--- src/rtl/cpu_exec_sequencer.sv ---
// Execute-enable sequencer for the single-cycle core: RUN/STOP/STEP control,
// PC breakpoint halt and a saturating executed-cycle counter.
module cpu_exec_sequencer #(
  parameter int STEP_WIDTH = 16,
  parameter int CNT_WIDTH  = 32
) (
  input  logic                  CCLK,
  input  logic                  CRST,
  input  logic                  CMD_VALID,
  output logic                  CMD_READY,
  input  logic [1:0]            CMD_OP,
  input  logic [STEP_WIDTH-1:0] CMD_ARG,
  input  logic                  BRK_EN,
  input  logic [31:0]           BRK_ADDR,
  input  logic [31:0]           REGPC,
  output logic                  CEXEC,
  output logic                  BUSY,
  output logic [1:0]            HALT_CAUSE,
  output logic [STEP_WIDTH-1:0] STEP_REM,
  output logic [CNT_WIDTH-1:0]  EXEC_CNT
);

  typedef enum logic [1:0] {S_IDLE, S_RUN, S_STEP} state_t;

  localparam logic [1:0] OP_STOP   = 2'b00;
  localparam logic [1:0] OP_RUN    = 2'b01;
  localparam logic [1:0] OP_STEP   = 2'b10;
  localparam logic [1:0] OP_CLRCNT = 2'b11;

  localparam logic [1:0] HC_NONE = 2'b00;
  localparam logic [1:0] HC_STOP = 2'b01;
  localparam logic [1:0] HC_STEP = 2'b10;
  localparam logic [1:0] HC_BRK  = 2'b11;

  localparam logic [STEP_WIDTH-1:0] STEP_ONE = {{(STEP_WIDTH-1){1'b0}}, 1'b1};
  localparam logic [CNT_WIDTH-1:0]  CNT_ONE  = {{(CNT_WIDTH-1){1'b0}}, 1'b1};

  function automatic logic [CNT_WIDTH-1:0] sat_inc(input logic [CNT_WIDTH-1:0] v);
    return (&v) ? v : v + CNT_ONE;
  endfunction

  state_t                state, state_nxt;
  logic [1:0]            halt_cause_nxt;
  logic [STEP_WIDTH-1:0] step_rem_nxt;
  logic [CNT_WIDTH-1:0]  exec_cnt_nxt;
  logic                  skip, skip_nxt;
  logic                  cmd_acc, brk_hit;

  assign CMD_READY = ~CRST;
  assign cmd_acc   = CMD_VALID & CMD_READY;
  assign BUSY      = (state != S_IDLE);
  // skip lets the launch instruction execute even when it sits on the breakpoint
  assign brk_hit   = BRK_EN & (REGPC == BRK_ADDR) & ~skip;
  assign CEXEC     = BUSY & ~brk_hit;

  always_comb begin
    state_nxt      = state;
    halt_cause_nxt = HALT_CAUSE;
    step_rem_nxt   = STEP_REM;
    skip_nxt       = skip;
    exec_cnt_nxt   = EXEC_CNT;

    if (CEXEC) begin
      skip_nxt     = 1'b0;
      exec_cnt_nxt = sat_inc(EXEC_CNT);
    end
    if (cmd_acc && CMD_OP == OP_CLRCNT)
      exec_cnt_nxt = '0;

    unique case (state)
      S_IDLE: begin
        if (cmd_acc) begin
          unique case (CMD_OP)
            OP_RUN: begin
              state_nxt      = S_RUN;
              halt_cause_nxt = HC_NONE;
              skip_nxt       = 1'b1;
            end
            OP_STEP: begin
              if (CMD_ARG != '0) begin
                state_nxt      = S_STEP;
                step_rem_nxt   = CMD_ARG;
                halt_cause_nxt = HC_NONE;
                skip_nxt       = 1'b1;
              end else begin
                halt_cause_nxt = HC_STEP;
              end
            end
            OP_STOP:   halt_cause_nxt = HC_STOP;
            OP_CLRCNT: ;
          endcase
        end
      end
      S_RUN: begin
        if (brk_hit) begin
          state_nxt      = S_IDLE;
          halt_cause_nxt = HC_BRK;
        end else if (cmd_acc && CMD_OP == OP_STOP) begin
          state_nxt      = S_IDLE;
          halt_cause_nxt = HC_STOP;
        end
      end
      S_STEP: begin
        if (CEXEC)
          step_rem_nxt = STEP_REM - STEP_ONE;
        // breakpoint > step done > STOP
        if (brk_hit) begin
          state_nxt      = S_IDLE;
          halt_cause_nxt = HC_BRK;
        end else if (CEXEC && STEP_REM == STEP_ONE) begin
          state_nxt      = S_IDLE;
          step_rem_nxt   = '0;
          halt_cause_nxt = HC_STEP;
        end else if (cmd_acc && CMD_OP == OP_STOP) begin
          state_nxt      = S_IDLE;
          halt_cause_nxt = HC_STOP;
        end
      end
      default: state_nxt = S_IDLE;
    endcase
  end

  always_ff @(posedge CCLK) begin
    if (CRST) begin
      state      <= S_IDLE;
      HALT_CAUSE <= HC_NONE;
      STEP_REM   <= '0;
      EXEC_CNT   <= '0;
      skip       <= 1'b0;
    end else begin
      state      <= state_nxt;
      HALT_CAUSE <= halt_cause_nxt;
      STEP_REM   <= step_rem_nxt;
      EXEC_CNT   <= exec_cnt_nxt;
      skip       <= skip_nxt;
    end
  end

endmodule

--- config.mk ---
export PLATFORM = sky130hd
export DESIGN_NAME = cpu_exec_sequencer
export DESIGN_NICKNAME = d
export VERILOG_FILES = /design/src/rtl/cpu_exec_sequencer.sv
export SDC_FILE = /design/constraint.sdc
export NUM_CORES = 1
export LEC_CHECK = 0
export ABC_AREA = 1
export CAP_MARGIN = 30
export CORE_UTILIZATION = 40
export DETAILED_ROUTE_END_ITERATION = 10
export DONT_BUFFER_PORTS = 1
export GPL_TIMING_DRIVEN = 0
export PLACE_DENSITY = 0.5
export SYNTH_ARGS = -nofsm -noshare
export SYNTH_HDL_FRONTEND = slang
export SYNTH_SLANG_ARGS = --single-unit
--- constraint.sdc ---
create_clock -name CCLK -period 2.5 [get_ports CCLK]
set_input_delay 0.125 -clock CCLK [delete_from_list [all_inputs] [get_ports CCLK]]
set_output_delay 0.125 -clock CCLK [all_outputs]
set_load 0.05 [all_outputs]
==> summary.txt, run 1 <==
Synth
  – Adder-cell share of the synthesized area: 3.27%
  – Area share of the largest cell type after synthesis: 25.2%
  – Largest family of logic cells by synthesized area: simple AND/OR/NAND/NOR gates
  – Synth Cell Area: 4200 µm²
  – Yosys top cell by area: dfxtp_1
  – Sequential fraction of the synthesis area: 25.2%
  – Avg Inst Size Synth: 6.04 µm²
  – Post-Synth Simple-Gate Area: 37.7%
  – Mux contribution to synthesized area: 0%
  – Post-synthesis compound-gate area fraction: 14.1%
  – Syn_nets: 793
  – Top post-synthesis cells by area: dfxtp_1, nand2_1, inv_1
  – Seq cells post-synth: 53
  – Post-synth cell types: 39
  – Yosys warns: 0
  – Xor-xnor portion of the synthesized cell area: 7.50%
  – Cell count after synthesis: 696

STA
  – Final Max Slew Viols: 0
  – Max Clock Freq: 427 MHz
  – Actual slew at the worst max-slew pin: 0.729 ns
  – Min Tclk post-route: 2.34 ns
  – Setup Skew: 0.0206 ns
  – RSZ-0062 raised after global routing: no
  – Final setup vio count: 0
  – Final Hold Viols: 0
  – Tcrit/Tclk final: 93.7%
  – Worst slew margin: 51.3%

GRT
  – GR Layer Usage met3: 4.45%
  – Largest net degree at the start of global routing: 18
  – Gr ovfl total: 0
  – Vias in the first global route: 4276
  – Gr busiest metal: met2
  – Total GRT Usage: 23.6%
  – GR Util met1: 27.0%
  – Initial antenna violation count: 0
  – First-pass GRT wire length: 20800 µm
  – Global Route met2 Usage: 44.1%

Cells and area
  – # fillers: 1135
  – Layout cells sized above 1: 8.36%
  – Nets: 814
  – Post-layout util: 45.4%
  – ANT cells: 0
  – Area growth syn-to-layout: 10.9%

Die
  – Die Y: 105 µm
  – Initial Utilization: 40.9%
  – Row cnt: 37
  – IO Pins: 139
  – Placeable core region: 10300 µm²
  – Die Footprint: 10900 µm²
  – Die W: 105 µm

CTS
  – Clock Sinks: 53
  – Reg clk slew, reported paths: 0.12 ns
  – CTS tree: yes
  – H-tree levels: 2
  – Num CTS Buffers: 5
  – Root Driver: clkbuf_8
  – Clk_lat worst skew: 0.31 ns
  – Deepest clock path buffer count: 2

Setup path
  – Required time worst endpoint: 2.70 ns
  – Arrival @ worst endpoint: 2.55 ns
  – Worst-path fanout max: 10
  – CP endpoint kind: flip-flop
  – Critical path type: flip-flop to flip-flop
  – Startpoint Class: flip-flop

Drt
  – WL per Instance: 14.9 µm
  – Routed Wire Length: 12800 µm
  – Vias per inst: 5.14
  – Drt drc: 0
  – Drt first pass iters: 5
  – Vias: 4387
  – DR iter-0 viols: 181
  – DRT antenna net count: 0

Power and ir drop
  – Pleak: 0.00201 µW
  – Pwr Total: 2090 µW
  – Maximum vdd drop: 0.000363 V
  – P per Cell Area: 448 nW/µm²

Run
  – MaxCap Viol Count: 0

Hold path
  – Hold Path Class: input port to flip-flop

Placed design
  – Detailed placement HPWL: 9980 µm
  – Global placer's final weighted congestion: 0.935
  – I/O Buffers: 0

Run status
  – Outcome: finished clean
==> path summary, 6_finish.rpt <==
check / from / endpoint / slack, ns / depth (start not counted)
worst max register to register: EXEC_CNT[3]$_SDFFE_PP0P_ / EXEC_CNT[9]$_SDFFE_PP0P_ / 0.16 / 12
worst max-delay path: EXEC_CNT[3]$_SDFFE_PP0P_ / EXEC_CNT[9]$_SDFFE_PP0P_ / 0.16 / 12
worst min register to register: skip$_SDFF_PP0_ / skip$_SDFF_PP0_ / 0.50 / 2
worst min-delay path: CMD_ARG[8] / STEP_REM[8]$_SDFFE_PP0P_ / 0.01 / 2
==> cells by family after synthesis <==
family          count (synthesis)
xor+xnor                       36
flops                          53
buf+inv                       130
compound gates                115
fa+ha+maj                      11
simple gates                  351
==> final cells by class <==
type                            instances  area (µm²)  share of cell area (%)
Sequential cell                        53        1080                    23.2
Clock buffer                            5        68.8                    1.48
Clock inverter                          3        43.8                   0.939
Timing Repair Buffer                   14         141                    3.03
Multi-Input combinational cell        513        2640                    56.7
Tap cell                              136         170                    3.65
Buffer                                 17        86.3                    1.85
Inverter                              113         428                    9.18
==> worst max-delay path, cell delays in order (launching register included) <==
cell     delay [ns]
dfxtp_2        0.58
nand2_2        0.15
inv_2          0.11
nand4_4        0.10
nor2_4         0.16
nand3_2        0.12
nor2_4         0.23
nand4_2        0.13
nand2_4        0.15
inv_2          0.06
buf_2          0.20
a31oi_1        0.15
nor2_1         0.06
==> flip-flops by register name, summed over array words and instances (netlist names) <==
name / flops
EXEC_CNT: 32
HALT_CAUSE: 2
STEP_REM: 16
skip: 1
state: 2
==> power breakdown <==
| part | switching, µW | internal, µW |
|---|---|---|
| combinational | 324 | 178 |
| clock | 309 | 301 |
| sequential | 108 | 869 |
| total | 741 | 1350 |
==> layout by cell type (no fill, tap or decap), types with 3 or more instances in the layout <==
cell           Yosys  routed
a21oi_1           62      62
a31oi_1            3       3
buf_2              9       9
clkbuf_1           6       6
clkbuf_8           0       5
dfxtp_1           53      41
dfxtp_2            0      10
dlygate4sd3_1      0      13
ha_1              11      11
inv_1            109     108
inv_2              3       3
nand2_1          195     194
nand2_2            6       6
nand3_1           15      15
nand3_2            4       4
nand4_1           21      21
nor2_1            61      61
nor2_4             3       3
nor3_1            15      15
nor3b_1            3       3
nor4_1            16      16
o21ai_0           37      37
o21ai_1            7       6
or2_2              4       4
xnor2_1           16      16
xor2_1            20      20
==> per-stage QoR <==
stage,std cells,hold WS [ns],cell area (µm²),setup slack [ns],setup TNS (ns)
global route,854,0.00877,4660,0.00119,0
CTS,853,0.000928,4630,0.0291,0
finish,854,0.0108,4660,0.157,0
global placement,832,0.201,4370,-0.262,-6.36
floorplan,696,0.194,4200,0.192,0
detailed placement,832,0.204,4370,-0.223,-5.18
==> timing repair <==
action                                  in CTS  in global routing
buffers inserted                             0                  0
gates resized for setup                      8                 10
endpoints found under the setup margin      32                 36
hold buffers                                13                  0
endpoints found under the hold margin       14                  0
==> synthesized netlist by cell type, drive strengths merged <==
cell type	instances
o22ai	1
or2	4
nor4	16
nand4	23
a31oi	3
xor2	20
o21bai	1
dfxtp	53
o21ai	44
o211ai	2
ha	11
nand3	19
and3	1
clkbuf	6
clkinv	1
o31ai	1
nor3b	4
nand3b	1
nor3	15
nor2	65
xnor2	16
inv	112
nand2	202
a21oi	62
a221oi	1
buf	11
and2	1
==> layer usage <==
metal | up-vias | part of all wire (%)
met3 | 12 | 6.0
met1 | 1985 | 42
met4 | 0 | 1.2
li1 | 2274 | -
met2 | 116 | 51
met5 | - | 0
Note: power is estimated with default switching activity, not from simulation.
==> run 2, diff against run 1 <==
--- a/config.mk
+++ b/config.mk
@@ -7,6 +7,7 @@
 export LEC_CHECK = 0
 export ABC_AREA = 1
 export CAP_MARGIN = 30
+export CORE_ASPECT_RATIO = 1.75
 export CORE_UTILIZATION = 40
 export DETAILED_ROUTE_END_ITERATION = 10
 export DONT_BUFFER_PORTS = 1
==> run 2 against run 1 <==
Effect of this change: sequential power is essentially flat; sequential share of layout area grew 0.58 points; non-clock buffer count shrank 12; flip-flop and latch count is the same; cell count shrank 2.6%; setup slack lost 0.062 ns; clock power grew 18%.
==> summary.txt, run 2 (synthesis results as in run 1) <==
Placed design
  – I/O Buffers: 0
  – Post-Place Cells: 824
  – Global placer's final weighted congestion: 0.953
  – Detailed placement HPWL: 11200 µm

Die
  – Die Y: 138 µm
  – Placeable core region: 10200 µm²
  – Initial Utilization: 41.1%
  – Die W: 79.5 µm
  – Die Footprint: 10900 µm²
  – Row cnt: 49
  – IO Pins: 139

STA
  – Setup Skew: 0.00951 ns
  – Tcrit/Tclk final: 96.2%
  – Final Hold Viols: 0
  – Setup TNS: 0 ns
  – Max Clock Freq: 416 MHz
  – Final setup vio count: 0
  – Actual slew at the worst max-slew pin: 0.730 ns
  – Final Max Slew Viols: 0
  – Hold_ws: 0.0164 ns
  – Min Tclk post-route: 2.40 ns
  – Worst slew margin: 51.3%
  – RSZ-0062 raised after global routing: no

Power and ir drop
  – Clock share of power: 32.9%
  – Sw frac: 34.7%
  – Int Power: 1430 µW
  – P per Cell Area: 477 nW/µm²
  – Switching power: 758 µW
  – Maximum vdd drop: 0.000343 V
  – Pleak: 0.00197 µW
  – Combinational Power Share: 22.4%
  – Reg power frac: 44.7%

Drt
  – Routed Wire Length: 13900 µm
  – DR iter-0 viols: 283
  – Drt first pass iters: 4
  – Drt drc: 0
  – DRT antenna net count: 0
  – Vias per inst: 5.27
  – WL per Instance: 16.7 µm
  – Vias: 4388

Setup path
  – Critical path type: flip-flop to flip-flop
  – Startpoint Class: flip-flop
  – Worst-path fanout max: 4
  – Arrival @ worst endpoint: 2.63 ns
  – CP endpoint kind: flip-flop
  – Required time worst endpoint: 2.73 ns

CTS
  – Root Driver: clkbuf_16
  – Clk_lat worst skew: 0.29 ns
  – Num CTS Buffers: 5
  – CTS tree: yes
  – Clock Sinks: 53
  – Reg clk slew, reported paths: 0.07 ns
  – Deepest clock path buffer count: 2
  – H-tree levels: 2

Cells and area
  – Layout Cells excl Fill: 832
  – Most flops, register: EXEC_CNT
  – Layout cells sized above 1: 10.1%
  – Nets: 802
  – Commonest non-fill, non-tap cell in the layout: nand2_1
  – Max reg flops: 32
  – Commonest non-fill, non-tap cells in the layout: nand2_1, inv_1, a21oi_1
  – Area growth syn-to-layout: 9.11%
  – ANT cells: 0
  – Biggest regs: EXEC_CNT (32), STEP_REM (16)

GRT
  – First-pass GRT wire length: 20500 µm
  – Total GRT Usage: 25.0%
  – Largest net degree at the start of global routing: 16
  – Gr ovfl total: 0
  – Initial antenna violation count: 0
  – Vias in the first global route: 4054

Run
  – MaxCap Viol Count: 0

Run status
  – Outcome: finished clean

Hold path
  – Hold Path Class: input port to flip-flop
[run 2: per-layer routing]
metal	share of wire [%]	track usage, %
met3	5.3	4.83
met4	5.5	19.4
met1	34	22.4
met2	55	47.4
met5	0	0
[run 2: layout make-up]
cell class	count	area (µm²)
buffer	17	86.3
tap	127	159
clock buffer	6	139
clock inverter	1	7.51
sequential	53	1090
timing repair buffer	2	25.0
inverter	113	430
fill	1082	5650
multi-input combinational	513	2650
[run 2: repair_timing]
| item | in CTS | in global routing |
|---|---|---|
| gates cloned | 0 | 0 |
| buffers inserted | 0 | 0 |
| hold buffers | 1 | 0 |
| endpoints found under the setup margin | 32 | 41 |
| gates resized for setup | 10 | 20 |
| hold endpoints to repair | 1 | 0 |
[run 2: path summary, 6_finish.rpt]
path / start / endpoint / slack [ns] / cells after the start
setup reg to reg: EXEC_CNT[13]$_SDFFE_PP0P_ / EXEC_CNT[31]$_SDFFE_PP0P_ / 0.1 / 8
setup / recovery: EXEC_CNT[13]$_SDFFE_PP0P_ / EXEC_CNT[31]$_SDFFE_PP0P_ / 0.1 / 8
hold / removal: CMD_ARG[14] / STEP_REM[14]$_SDFFE_PP0P_ / 0.02 / 2
hold reg to reg: skip$_SDFF_PP0_ / skip$_SDFF_PP0_ / 0.49 / 2
[run 2: per-stage QoR]
stage | setup slack [ns] | total power [µW] | instance area [µm²] | utilization (%)
4_1_cts | 0.00919 | 2210 | 4550 | 44.4
3_3_place_gp | -0.240 | 1470 | 4360 | 42.6
2_1_floorplan | 0.192 | 1360 | 4200 | -
6_report | 0.0951 | 2190 | 4590 | 44.8
3_5_place_dp | -0.221 | 1480 | 4380 | 42.8
5_1_grt | 0.00995 | 2310 | 4590 | 44.8
[run 2: worst max-delay path, cell delays in order, from the launching register on]
cell,delay [ns]
dfxtp_1,0.67
inv_1,0.18
nor3_1,0.44
nand2_1,0.09
nor2_1,0.38
nand4_1,0.21
xnor2_1,0.18
nand2_1,0.07
a21oi_1,0.12
[run 2: power by group through the flow]
stage | sequential, µW | combinational (µW) | clock [µW]
global route | 983 | 551 | 777
detailed placement | 997 | 480 | 0
finish | 977 | 491 | 720
CTS | 978 | 485 | 752
global placement | 996 | 477 | 0
floorplan | 984 | 373 | 0
==> run 3, diff against run 2 <==
--- a/config.mk
+++ b/config.mk
@@ -5,14 +5,13 @@
 export SDC_FILE = /design/constraint.sdc
 export NUM_CORES = 1
 export LEC_CHECK = 0
-export ABC_AREA = 1
 export CAP_MARGIN = 30
 export CORE_ASPECT_RATIO = 1.75
-export CORE_UTILIZATION = 40
+export CORE_UTILIZATION = 45
 export DETAILED_ROUTE_END_ITERATION = 10
 export DONT_BUFFER_PORTS = 1
 export GPL_TIMING_DRIVEN = 0
-export PLACE_DENSITY = 0.5
+export PLACE_DENSITY = 0.56
 export SYNTH_ARGS = -nofsm -noshare
 export SYNTH_HDL_FRONTEND = slang
 export SYNTH_SLANG_ARGS = --single-unit
==> run 3 against run 2 <==
Effect of this change: the run now ends with negative setup slack left; sequential power shrank 8.5%; clock power is essentially flat; flip-flop and latch count did not move; clock skew fell by 0.0056 ns; clock-buffer cell count decreased by 1; register-to-register slack worse by 0.10 ns; combinational power is 35% lower; utilization grew 8.7 points; largest cell class unchanged; highest routed layer unchanged.
==> summary.txt, run 3 <==
Run status
  – Outcome: finished, violations left
  – Failing checks: negative setup slack

Die
  – Placeable core region: 8610 µm²
  – IO Pins: 139
  – Die W: 73.1 µm
  – Die Y: 126 µm
  – Initial Utilization: 46.2%
  – Die Footprint: 9230 µm²
  – Row cnt: 45

STA
  – Final Max Slew Viols: 0
  – Setup TNS: -0.00820 ns
  – RSZ-0062 raised after global routing: yes
  – Min Tclk post-route: 2.51 ns
  – Max Clock Freq: 399 MHz
  – Worst setup margin: -0.00820 ns
  – Setup Skew: 0.00389 ns
  – Final setup vio count: 1
  – Actual slew at the worst max-slew pin: 0.804 ns
  – Worst slew margin: 46.3%
  – Final Hold Viols: 0
  – Tcrit/Tclk final: 100%

Synth
  – Yosys top cell by area: dfxtp_1
  – Seq cells post-synth: 53
  – Sequential fraction of the synthesis area: 26.7%
  – Post-synth cell types: 62
  – Area share of the largest cell type after synthesis: 26.7%
  – Top post-synthesis cells by count: dfxtp_1, a21oi_1, o21ai_0, nand2_1, xor2_1
  – Yosys warns: 0
  – Cell count after synthesis: 521
  – Number of synthesized flops with an enable pin: 0
  – Top post-synthesis cells by area: dfxtp_1, xor2_1, a21oi_1
  – Syn_nets: 618
  – Synth Cell Area: 3980 µm²
  – Top FF cell, synth: dfxtp_1
  – FFs w/ async S/R, synth: 0%
  – Most numerous cell in the Yosys netlist: dfxtp_1
  – Avg Inst Size Synth: 7.63 µm²

Cells and area
  – Max reg flops: 32
  – Layout cells sized above 1: 17.5%
  – Nets: 634
  – Commonest non-fill, non-tap cells in the layout: a21oi_1, o21ai_0, nand2_1
  – Area growth syn-to-layout: 15.8%
  – Multi-input logic area: 2880 µm²
  – ANT cells: 0
  – # fillers: 897
  – Finished layout cell area: 4610 µm²
  – Commonest non-fill, non-tap cell in the layout: a21oi_1
  – Biggest regs: EXEC_CNT (32), STEP_REM (16)
  – FF/Latch Area: 1140 µm²
  – Most flops, register: EXEC_CNT

Drt
  – Vias: 4303
  – Drt first pass iters: 4
  – Routed Wire Length: 13800 µm
  – DR iter-0 viols: 300
  – Drt drc: 0
  – DRT antenna net count: 0
  – Vias per inst: 6.57
  – WL per Instance: 21.0 µm

Power and ir drop
  – P per Cell Area: 420 nW/µm²
  – Pleak: 0.00147 µW
  – Maximum vdd drop: 0.000323 V

CTS
  – Num CTS Buffers: 5
  – Reg clk slew, reported paths: 0.07 ns
  – Deepest clock path buffer count: 2
  – CTS tree: yes
  – Clock Sinks: 53
  – Clk_lat worst skew: 0.30 ns
  – Root Driver: clkbuf_16
  – H-tree levels: 2

Setup path
  – Worst-path fanout max: 7
  – CP endpoint kind: flip-flop
  – Required time worst endpoint: 2.71 ns
  – Critical path type: flip-flop to flip-flop
  – Startpoint Class: flip-flop
  – Arrival @ worst endpoint: 2.72 ns

GRT
  – Initial antenna violation count: 0
  – Total GRT Usage: 30.3%
  – Vias in the first global route: 4273
  – First-pass GRT wire length: 21500 µm
  – Gr ovfl total: 0
  – Largest net degree at the start of global routing: 18

Placed design
  – Dpl cell area: 4130 µm²
  – Global placer's final weighted congestion: 0.988
  – Detailed placement HPWL: 10800 µm
  – I/O Buffers: 0

Hold path
  – Hold Path Class: input port to flip-flop

Run
  – MaxCap Viol Count: 0
run 3: changes by cell type after synthesis, moves of 14 or more:
| cell | delta |
|---|---|
| o31ai_1 | +14 |
| a21oi_1 | -22 |
| clkbuf_1 | +18 |
| nand2_1 | -166 |
| or4_1 | +19 |
| or3_1 | +26 |
| inv_1 | -88 |
| nor2_1 | -43 |
run 3: cells by family after synthesis:
| family | synth area share [%] |
|---|---|
| and+or+nand+nor | 34.6 |
| AOI/OAI and AO/OA | 23.2 |
| DFF | 26.7 |
| buffers and inverters | 4.81 |
| xor gates and xnor gates | 6.83 |
| adders and majority gates | 3.46 |
| muxes | 0.503 |
run 3: area by class of cell:
type                            instances  area share, %
Buffer                                 26           2.58
Clock buffer                            5           2.72
Clock inverter                          3          0.462
Inverter                               23           1.98
Multi-Input combinational cell        418           62.5
Sequential cell                        53           24.8
Tap cell                              117           3.18
Timing Repair Buffer                   10           1.74
run 3: power by group:
group          switching [µW]  total [µW]  leakage [µW]  internal [µW]
Combinational             203         317      0.000953            114
Clock                     348         722     0.0000702            375
Sequential               52.4         894      0.000451            842
run 3: layer usage:
metal,track usage (%),routed length [µm],vias up
li1,-,-,2051
met1,28.6,4650,2031
met2,58.2,7720,180
met3,5.56,838,41
met4,17.1,578,0
met5,0,0,-
run 3: per-stage QoR:
stage / std cells / total power (µW) / worst slack (ns) / hold WS, ns / util (%)
2_1_floorplan: 521 / 1140 / 0.00470 / 0.232 / -
3_3_place_gp: 638 / 1220 / -0.783 / 0.242 / 47.9
3_5_place_dp: 639 / 1220 / -0.804 / 0.244 / 48.0
4_1_cts: 650 / 1940 / 0.00211 / 0.0115 / 52.0
5_1_grt: 655 / 2020 / -0.0691 / 0.0309 / 53.5
6_report: 655 / 1930 / -0.00820 / 0.0279 / 53.5
run 3: path summary, 6_finish.rpt:
check,startpoint,endpoint,slack [ns],cells after the start
setup reg to reg,STEP_REM[5]$_SDFFE_PP0P_,STEP_REM[14]$_SDFFE_PP0P_,-0.008,5
hold reg to reg,skip$_SDFF_PP0_,skip$_SDFF_PP0_,0.54,2
setup / recovery,STEP_REM[5]$_SDFFE_PP0P_,STEP_REM[14]$_SDFFE_PP0P_,-0.008,5
hold / removal,CMD_ARG[5],STEP_REM[5]$_SDFFE_PP0P_,0.03,2
run 3: critical path: stages, from the launching register on:
cell	delay, ns
dfxtp_4	0.42
or4_4	0.62
or4b_4	0.53
or4_1	0.48
o211a_1	0.23
o22ai_2	0.14
run 3: repair_timing:
action	in CTS	in global routing
hold endpoints to repair	3	0
resized for setup	65	25
setup endpoints to repair	53	29
setup buffers	1	5
pin swaps	2	5
hold buffers	3	0
